`config.mk`:
```
export PLATFORM = sky130hd
export DESIGN_NAME = trace_buf_ctrl
export DESIGN_NICKNAME = d
export VERILOG_FILES = /design/src/rtl/trace_buf_ctrl.sv
export SDC_FILE = /design/constraint.sdc
export NUM_CORES = 1
export LEC_CHECK = 0
export BUFFER_PORTS_ARGS = -buffer_cell sky130_fd_sc_hd__buf_2
export CAP_MARGIN = 20
export CORE_MARGIN = 1.5
export CORE_UTILIZATION = 59
export CTS_CLUSTER_DIAMETER = 40
export DETAILED_ROUTE_END_ITERATION = 16
export GPL_TIMING_DRIVEN = 0
export PLACE_DENSITY = 0.84
export SLEW_MARGIN = 20
export SYNTH_ARGS = -nofsm -noshare
export SYNTH_HDL_FRONTEND = slang
export SYNTH_SLANG_ARGS = --single-unit
```
`constraint.sdc`:
```
create_clock -name clk -period 8.6 [get_ports clk]
set_input_delay 0.86 -clock clk [delete_from_list [all_inputs] [get_ports clk]]
set_output_delay 0.86 -clock clk [all_outputs]
set_load 0.02 [all_outputs]
```
`src/rtl/trace_buf_ctrl.sv`:
```
// trace_buf_ctrl: retired-instruction trace buffer controller.
//   Captures qualified retire records into a DEPTH-entry circular buffer and
//   presents the oldest entry on a first-word-fall-through readout port.
// Optional feature macro: TRACE_TIMESTAMP_EN -- adds a 32-bit free-running
//   cycle counter stored with each record and shown on rd_time.
// Ports:
//   clk, rst                 clock, synchronous active-high reset
//   cfg_en                   capture enable level
//   cfg_prv_mask[3:0]        per-privilege capture enable (bit = prv)
//   cfg_trig_en, cfg_trig_pc arm on trigger PC before capturing
//   cfg_stop_full            1 = freeze when full, 0 = overwrite oldest
//   clr                      single-cycle flush pulse
//   ret_*                    retired-instruction record input
//   rd_valid/rd_ready, rd_*  readout handshake and oldest record
//   rd_time                  record timestamp (TRACE_TIMESTAMP_EN only)
//   state                    0 IDLE, 1 ARMED, 2 CAPTURE, 3 FROZEN
//   count, ovf               occupancy and sticky overflow flag
module trace_buf_ctrl #(
  parameter int unsigned DEPTH = 16
) (
  input  logic                     clk,
  input  logic                     rst,
  input  logic                     cfg_en,
  input  logic [3:0]               cfg_prv_mask,
  input  logic                     cfg_trig_en,
  input  logic [31:0]              cfg_trig_pc,
  input  logic                     cfg_stop_full,
  input  logic                     clr,
  input  logic                     ret_valid,
  input  logic [31:0]              ret_pc,
  input  logic [31:0]              ret_inst,
  input  logic [1:0]               ret_prv,
  input  logic                     ret_trap,
  output logic                     rd_valid,
  input  logic                     rd_ready,
  output logic [31:0]              rd_pc,
  output logic [31:0]              rd_inst,
  output logic [1:0]               rd_prv,
  output logic                     rd_trap,
`ifdef TRACE_TIMESTAMP_EN
  output logic [31:0]              rd_time,
`endif
  output logic [1:0]               state,
  output logic [$clog2(DEPTH):0]   count,
  output logic                     ovf
);

  localparam int unsigned AW = $clog2(DEPTH);
  localparam int unsigned CW = AW + 1;
  localparam logic [CW-1:0] FULL_CNT = CW'(DEPTH);

  typedef enum logic [1:0] {
    IDLE    = 2'd0,
    ARMED   = 2'd1,
    CAPTURE = 2'd2,
    FROZEN  = 2'd3
  } state_t;

  typedef struct packed {
`ifdef TRACE_TIMESTAMP_EN
    logic [31:0] tstamp;
`endif
    logic [31:0] pc;
    logic [31:0] inst;
    logic [1:0]  prv;
    logic        trap;
  } entry_t;

  state_t        st;
  logic [AW-1:0] wr_ptr;
  logic [AW-1:0] rd_ptr;
  logic [CW-1:0] cnt;
  logic          ovf_q;
  entry_t        mem [DEPTH];
  entry_t        wr_entry;
  entry_t        rd_entry;

  logic qual, pop, full, trig_hit, cap, push, ovwr, drop, we;

`ifdef TRACE_TIMESTAMP_EN
  logic [31:0] tstamp;

  // Free-running cycle counter; wraps naturally at 2^32.
  always_ff @(posedge clk) begin
    if (rst) tstamp <= 32'd0;
    else     tstamp <= tstamp + 32'd1;
  end
`endif

  // Write qualification and full-buffer resolution.
  always_comb begin
    qual     = ret_valid && cfg_prv_mask[ret_prv];
    pop      = (cnt != '0) && rd_ready;
    full     = (cnt == FULL_CNT);
    trig_hit = (st == ARMED) && qual && (ret_pc == cfg_trig_pc);
    cap      = ((st == CAPTURE) && qual) || trig_hit;
    // A pop in the same cycle frees a slot, so a full buffer still accepts.
    push     = cap && (!full || pop);
    ovwr     = cap && full && !pop && !cfg_stop_full;
    drop     = cap && full && !pop && cfg_stop_full;
    we       = !rst && !clr && (push || ovwr);
  end

  always_comb begin
    wr_entry      = '0;
`ifdef TRACE_TIMESTAMP_EN
    wr_entry.tstamp = tstamp;
`endif
    wr_entry.pc   = ret_pc;
    wr_entry.inst = ret_inst;
    wr_entry.prv  = ret_prv;
    wr_entry.trap = ret_trap;
  end

  // Buffer RAM: no reset, contents survive rst and clr.
  always_ff @(posedge clk) begin
    if (we) mem[wr_ptr] <= wr_entry;
  end

  // Control FSM, pointers, occupancy and overflow flag.
  always_ff @(posedge clk) begin
    if (rst) begin
      st     <= IDLE;
      wr_ptr <= '0;
      rd_ptr <= '0;
      cnt    <= '0;
      ovf_q  <= 1'b0;
    end else begin
      if (!cfg_en) begin
        st <= IDLE;
      end else if (clr) begin
        // Flush holds state, except that a frozen buffer resumes capture.
        if (st == FROZEN) st <= CAPTURE;
      end else begin
        unique case (st)
          IDLE:    st <= cfg_trig_en ? ARMED : CAPTURE;
          ARMED: begin
            if (drop)          st <= FROZEN;
            else if (trig_hit) st <= CAPTURE;
          end
          CAPTURE: if (drop) st <= FROZEN;
          FROZEN:  st <= FROZEN;
          default: st <= IDLE;
        endcase
      end

      if (clr) begin
        wr_ptr <= '0;
        rd_ptr <= '0;
        cnt    <= '0;
        ovf_q  <= 1'b0;
      end else begin
        if (push || ovwr) wr_ptr <= wr_ptr + AW'(1);
        // Overwrite retires the oldest entry by advancing the read side.
        if (pop || ovwr)  rd_ptr <= rd_ptr + AW'(1);
        if (push && !pop)      cnt <= cnt + CW'(1);
        else if (!push && pop) cnt <= cnt - CW'(1);
        if (ovwr || drop) ovf_q <= 1'b1;
      end
    end
  end

  // First-word-fall-through readout of the oldest entry.
  always_comb begin
    rd_entry = mem[rd_ptr];
    rd_valid = (cnt != '0);
    rd_pc    = rd_entry.pc;
    rd_inst  = rd_entry.inst;
    rd_prv   = rd_entry.prv;
    rd_trap  = rd_entry.trap;
`ifdef TRACE_TIMESTAMP_EN
    rd_time  = rd_entry.tstamp;
`endif
  end

  assign state = st;
  assign count = cnt;
  assign ovf   = ovf_q;

endmodule
```
==> results of run 1 <==
-- critical path, cell delays in order (launching register included) --
cell and delay (ps):
dfxtp_1 330, clkbuf_1 300, clkbuf_1 780, clkbuf_1 780, mux4_2 480, mux4_2 570
buf_2 190
-- cells in the final DEF (no fill, tap or decap), types with 8 or more instances in the layout --
master      instances
ha_1                9
buf_12             13
clkinvlp_4         10
buf_2             213
a21oi_1            10
edfxtp_1         1072
mux4_2            336
xnor2_1            33
clkinv_1           16
and3_4             16
nor3_1              8
nand2_1             9
clkbuf_16         119
nor2_1             15
dfxtp_1            20
clkinv_2           19
buf_16             11
nand4_1             8
bufinv_16          15
clkbuf_1           59
clkinv_4           11
-- layout make-up --
type	count	area, sq um	share of cell area (%)
diodes	6	15.0	0.0310
plain buffers	79	337	0.694
clock buffers	137	3070	6.32
clock inverters	88	1000	2.06
inverters	3	11.3	0.0232
multi-input cells	495	8790	18.1
flip-flops and latches	1092	32600	67.2
well taps	940	1180	2.43
repair buffers	210	1490	3.08
-- how the worst min path moves through the flow --
stage	from	endpoint	slack, ps	cells past startpoint
after floorplan	rd_ptr[3]	flop	450	2
after global placement	ovf	ovf	470	1
after detailed placement	ovf	ovf	500	1
after CTS	ret_inst[4]	mem[10][7]	510	1
after global routing	ret_inst[26]	mem[6][29]	530	1
final	ovf	ovf	520	1
-- cells in the mapped netlist, types with 7 or more instances --
cell         n
clkbuf_1    45
ha_1         9
xnor2_1     33
buf_1        7
nand2_1      9
edfxtp_1  1072
dfxtp_1     20
nor2_1      15
nor3_1       8
buf_2       27
mux4_2     336
nand4_1      8
and3_1      17
a21oi_1     10
-- power breakdown --
part | switching (mW) | internal (mW)
Clock | 2.19 | 3.04
Combinational | 0.195 | 0.115
Sequential | 0.00309 | 5.84
-- per-layer routing --
layer  GRT usage (%)  routed length, um  part of all wire (%)
met5               0                 56                 0.052
met4            11.9               4500                   4.2
met3            6.80              10600                   9.8
met2            51.8              55400                    51
met1            39.3              37300                    35
-- kinds of logic (layout without fill, tap and decap cells) --
logic type / Yosys count / in the layout / share of synthesized area [%]
AO/OA/AOI/OAI: 31 / 31 / 0.493
buffers and inverters: 82 / 517 / 0.820
XOR/XNOR: 36 / 36 / 0.757
flip-flops: 1092 / 1092 / 78.3
adder cells (fa/ha/maj): 10 / 10 / 0.319
multiplexers: 339 / 339 / 18.2
other: 0 / 6 / 0
AND/OR/NAND/NOR: 79 / 79 / 1.09
-- per-stage QoR --
| stage | std cells | area (sq um) | worst slack, ps | power (mW) |
|---|---|---|---|---|
| final | 3050 | 48500 | 3610 | 11.4 |
| after global routing | 3047 | 48500 | 3540 | 11.6 |
| after CTS | 3044 | 48500 | 3630 | 11.4 |
| after detailed placement | 2819 | 44400 | 3350 | 6.26 |
| after global placement | 2795 | 43700 | 1280 | 6.24 |
| after floorplan | 1669 | 41600 | 4380 | 6.11 |
-- sequential cells by signal, summed over array words and instances (netlist names), named ones only --
| signal | count |
|---|---|
| count | 5 |
| ovf | 1 |
| rd_ptr | 4 |
| wr_ptr | 4 |
| state | 2 |
| mem | 1072 |
==> metrics.yaml, run 1 <==
outcome: "completed"
ys_async_sr_fraction_pct: 0
grt_first_pass_wirelength_um: 152000
clock-sinks: 1092
fmax_mhz: 200
htree_levels: 3
timing.rr.end: "mem[2][19]"
rr_worst_depth: 8
arrival_ps: 4130
wl_per_cell_um: 35.4
dieArea_sq_um: 72200
grt_pass1_vias: 21700
die_w_um: 269
synthFlopType: "edfxtp_1"
maxCapViolations: 0
crit_fanout: 10
synth_top_cell_by_area: "edfxtp_1"
clk_pin_slew_worst_paths_ps: 60
peakVddDrop_mv: 0.194
synth_top_area_share_pct: 77.3
fp.dieH_um: 269
viasPerCell: 6.78
nFillCells: 4017
tightest_slew_ps: 1090
endpoint_kind: "primary output"
core-area_sq_um: 69900
antenna_found_initial: 8
avgSynthCellArea_sq_um: 24.9
gp_congestion: 0.802
insertion_delay_ps: 690
syn-cell-area_sq_um: 41600
syn_nets: 1790
hold_viol_final: 0
layout-drive-gt1-share_pct: 37.8
num_vias: 20700
finalMaxSlewViolations: 0
yosysSeqAreaShare_pct: 78.3
finalCritPeriodShare_pct: 58.0
gr-total-overflow: 0
yosys_warnings: 0
hpwlAfterDp_um: 58000
cts_setup_buffers: 0
yosys_register_bits: 1092
power.static_leakage_nw: 15.1
ioPinCount: 187
setup-tns-final_ps: 0
worstSetupPathType: "reg -> out"
root_buffer: "clkbuf_16"
critical_path.endpoint: "rd_pc[15]"
grt_use_total_pct: 30.7
final_core_util_pct: 69.3
hold_buffers: 0
area_growth_pct: 16.4
min_path_type: "reg -> reg"
first_iter_violations: 2912
cts_made_buffers: 118
r2r_slack_ps: 4810
wl_um: 108000
period_minus_slack_ps: 4990
worst_slew_margin_rel_pct: 27.1
drtPass1Iterations: 5
report.final.setup_viol: 0
yosysUniqueCellTypes: 42
synth-edff-count: 1072
max-clock-path-buffers: 3
hold_slack_ps: 518
power_per_cell_area_nw_per_um2: 235
tritoncts: "built"
nNetsFinal: 2120
r2r_start: "state[0]"
startpoint_type: "flop"
port_buffers: 186
cp.required_ps: 7740
rsz0062_at_grt: "false"
ant_nets: 0
yosys-top-cells-area: "edfxtp_1 (77%), mux4_2 (18%), dfxtp_1 (0.96%)"
drcViolationCount: 0
ctsResizeCount: 0
row_count: 97
initial_core_util_pct: 59.6
skew_ps: 20.3
synthCells: 1669
grt_max_degree: 37
Note: power is estimated with default switching activity, not from simulation.
==> run 2: changes to the inputs <==
--- a/config.mk
+++ b/config.mk
@@ -8,11 +8,11 @@
 export BUFFER_PORTS_ARGS = -buffer_cell sky130_fd_sc_hd__buf_2
 export CAP_MARGIN = 20
 export CORE_MARGIN = 1.5
-export CORE_UTILIZATION = 59
+export CORE_UTILIZATION = 55
 export CTS_CLUSTER_DIAMETER = 40
 export DETAILED_ROUTE_END_ITERATION = 16
 export GPL_TIMING_DRIVEN = 0
-export PLACE_DENSITY = 0.84
+export PLACE_DENSITY = 0.82
 export SLEW_MARGIN = 20
 export SYNTH_ARGS = -nofsm -noshare
 export SYNTH_HDL_FRONTEND = slang
==> constraint.sdc (replaced) <==
create_clock -name clk -period 4.5 [get_ports clk]
set_input_delay 0.45 -clock clk [delete_from_list [all_inputs] [get_ports clk]]
set_output_delay 0.45 -clock clk [all_outputs]
set_load 0.02 [all_outputs]
==> run 2 against run 1 <==
Compared with the run above:
- the run now ends with setup timing left
- wire length grew 0.37%
- power up 93%
- first-iteration DRC count rose by 2.3%
- global-route usage down 2.4 points
- design area increased by 0.10%
- core utilization fell by 4.4 points
- hold slack worse by 380 ps
- non-clock buffer count decreased by 5
- via count shrank 1.1%
==> metrics.yaml, run 2 (same netlist as run 1, synthesis figures left out) <==
top_register: "mem"  # unchanged
maxCapViolations: 0  # unchanged
total_power_mw: 21.9  # was 11.4 mW
cp_common_cell: "clkbuf_1"  # unchanged
first_iter_violations: 2978  # was 2912
setup-tns-final_ps: -102  # was 0 ps
cp_slowest_cell: "clkbuf_1"  # unchanged
fp.dieH_um: 278  # was 269 um
final_cell_mix: "edfxtp_1 (1072), mux4_2 (336), buf_2 (213), clkbuf_16 (122), clkbuf_1 (52)"  # was edfxtp_1 (1072), mux4_2 (336), buf_2 (213), clkbuf_16 (119), clkbuf_1 (59)
dieArea_sq_um: 77400  # was 72200 sq um
max-clock-path-buffers: 3  # unchanged
slowest_delay_ps: 720  # was 780 ps
arrival_ps: 4080  # was 4130 ps
startpoint_type: "flop"  # unchanged
antenna_found_initial: 11  # was 8
hold_viol_final: 0  # unchanged
clock-sinks: 1092  # unchanged
cp_cell_sequence: "clkbuf_1 > clkbuf_1 > clkbuf_1 > mux4_2 > mux4_2 > buf_2"  # unchanged
viasPerCell: 6.64  # was 6.78
violations: "setup timing"
initial_core_util_pct: 55.7  # was 59.6%
cts_made_buffers: 121  # was 118
tritoncts: "built"  # unchanged
worstSetupPathType: "reg -> out"  # unchanged
final_core_util_pct: 65.0  # was 69.3%
drtPass1Iterations: 5  # unchanged
largest_reg_flops: 1072  # unchanged
gr-total-overflow: 0  # unchanged
grt_first_pass_wirelength_um: 153000  # was 152000 um
cts_setup_buffers: 0  # unchanged
nNetsFinal: 2118  # was 2120
insertion_delay_ps: 700  # was 690 ps
cp.required_ps: 4050  # was 7740 ps
crit_fanout: 10  # unchanged
row_count: 100  # was 97
hpwlAfterDp_um: 56600  # was 58000 um
die_w_um: 278  # was 269 um
period_minus_slack_ps: 4530
cp_top_family: "buffers and inverters"  # unchanged
nFillCells: 4520  # was 4017
num_vias: 20500  # was 20700
power_per_cell_area_nw_per_um2: 452  # was 235 nW/um^2
port_buffers: 186  # unchanged
endpoint_kind: "primary output"  # unchanged
wl_um: 108000  # about the same
peakVddDrop_mv: 0.366  # was 0.194 mV
wl_per_cell_um: 35.1  # was 35.4 um
htree_levels: 3  # unchanged
clk_pin_slew_worst_paths_ps: 70  # was 60 ps
worst_slew_margin_rel_pct: 27.9  # was 27.1%
core-area_sq_um: 74700  # was 69900 sq um
area_growth_pct: 16.5  # was 16.4%
skew_ps: 37.2  # was 20.3 ps
critPathBufInv: 4  # unchanged
finalMaxSlewViolations: 0  # unchanged
min_path_type: "in -> reg"  # was reg -> reg
finalCritPeriodShare_pct: 101
root_buffer: "clkbuf_16"  # unchanged
grt_max_degree: 36  # was 37
fmax_mhz: 221
report.final.setup_viol: 6  # was 0
grt_pass1_vias: 21600  # was 21700
layout-drive-gt1-share_pct: 38.3  # was 37.8%
layout_commonest_cell: "edfxtp_1"  # unchanged
ioPinCount: 187  # unchanged
hold_buffers: 0  # unchanged
gp_congestion: 0.807  # was 0.802
setup_ws_ps: -32.7  # was 3610 ps
tightest_slew_ps: 1080  # was 1090 ps
drcViolationCount: 0  # unchanged
grt_use_total_pct: 28.3  # was 30.7%
power.static_leakage_nw: 15.1  # about the same
outcome: "finished, violations left"  # was completed
ant_nets: 0  # unchanged
-- run 2: final cells by class --
| cell class | count | area, sq um | area share (%) |
|---|---|---|---|
| antenna | 6 | 15.0 | 0.0309 |
| buffer | 79 | 349 | 0.719 |
| clock buffer | 139 | 3120 | 6.42 |
| clock inverter | 91 | 1040 | 2.13 |
| inverter | 3 | 11.3 | 0.0232 |
| multi-input combinational | 495 | 8790 | 18.1 |
| sequential | 1092 | 32600 | 67.2 |
| tap | 969 | 1210 | 2.50 |
| timing repair buffer | 205 | 1410 | 2.90 |
-- run 2: worst paths after layout --
path | from | endpoint | slack [ps] | cells after the start
setup reg to reg | state[0] | mem[12][17] | 1000 | 8
hold reg to reg | ovf | ovf | 550 | 1
setup / recovery | flop | rd_pc[26] | -30 | 6
hold / removal | ret_inst[3] | mem[6][6] | 140 | 1
-- run 2: what timing repair did --
action	CTS	global route
gates cloned	0	0
endpoints found under the setup margin	63	5
pin swaps	0	0
resized for setup	7	6
hold endpoints to repair	0	0
-- run 2: worst register-to-register path, stage by stage (launching register included) --
cell and delay, ps:
dfxtp_1 370, nor2b_1 230, nand2_1 140, nor4_4 230, a31oi_2 240, nor2_2 340, clkbuf_1 420, and3_4 830
buf_16 350
-- run 2: per-layer routing --
layer	global-route usage [%]	up-vias	wire (um)
li1	-	7976	-
met1	36.2	10800	37900
met2	48.5	1413	56400
met3	5.67	262	10200
met4	10.3	6	3730
met5	0	-	34
-- run 2: power by group --
| group | internal, mW | leakage, nW | total, mW | switching (mW) |
|---|---|---|---|---|
| Combinational | 0.220 | 3.31 | 0.593 | 0.372 |
| Sequential | 11.2 | 9.79 | 11.2 | 0.00598 |
| Clock | 5.96 | 1.99 | 10.2 | 4.21 |
-- run 2: through the flow --
step           hold slack, ps  worst slack [ps]  std cells  cell area (sq um)
2_1_floorplan             450               691       1669              41600
3_3_place_gp              466             -2300       2824              43800
3_5_place_dp              511              -166       2842              44300
4_1_cts                   103              6.04       3072              48500
5_1_grt                   117             -7.79       3077              48500
6_report                  136             -32.7       3079              48500
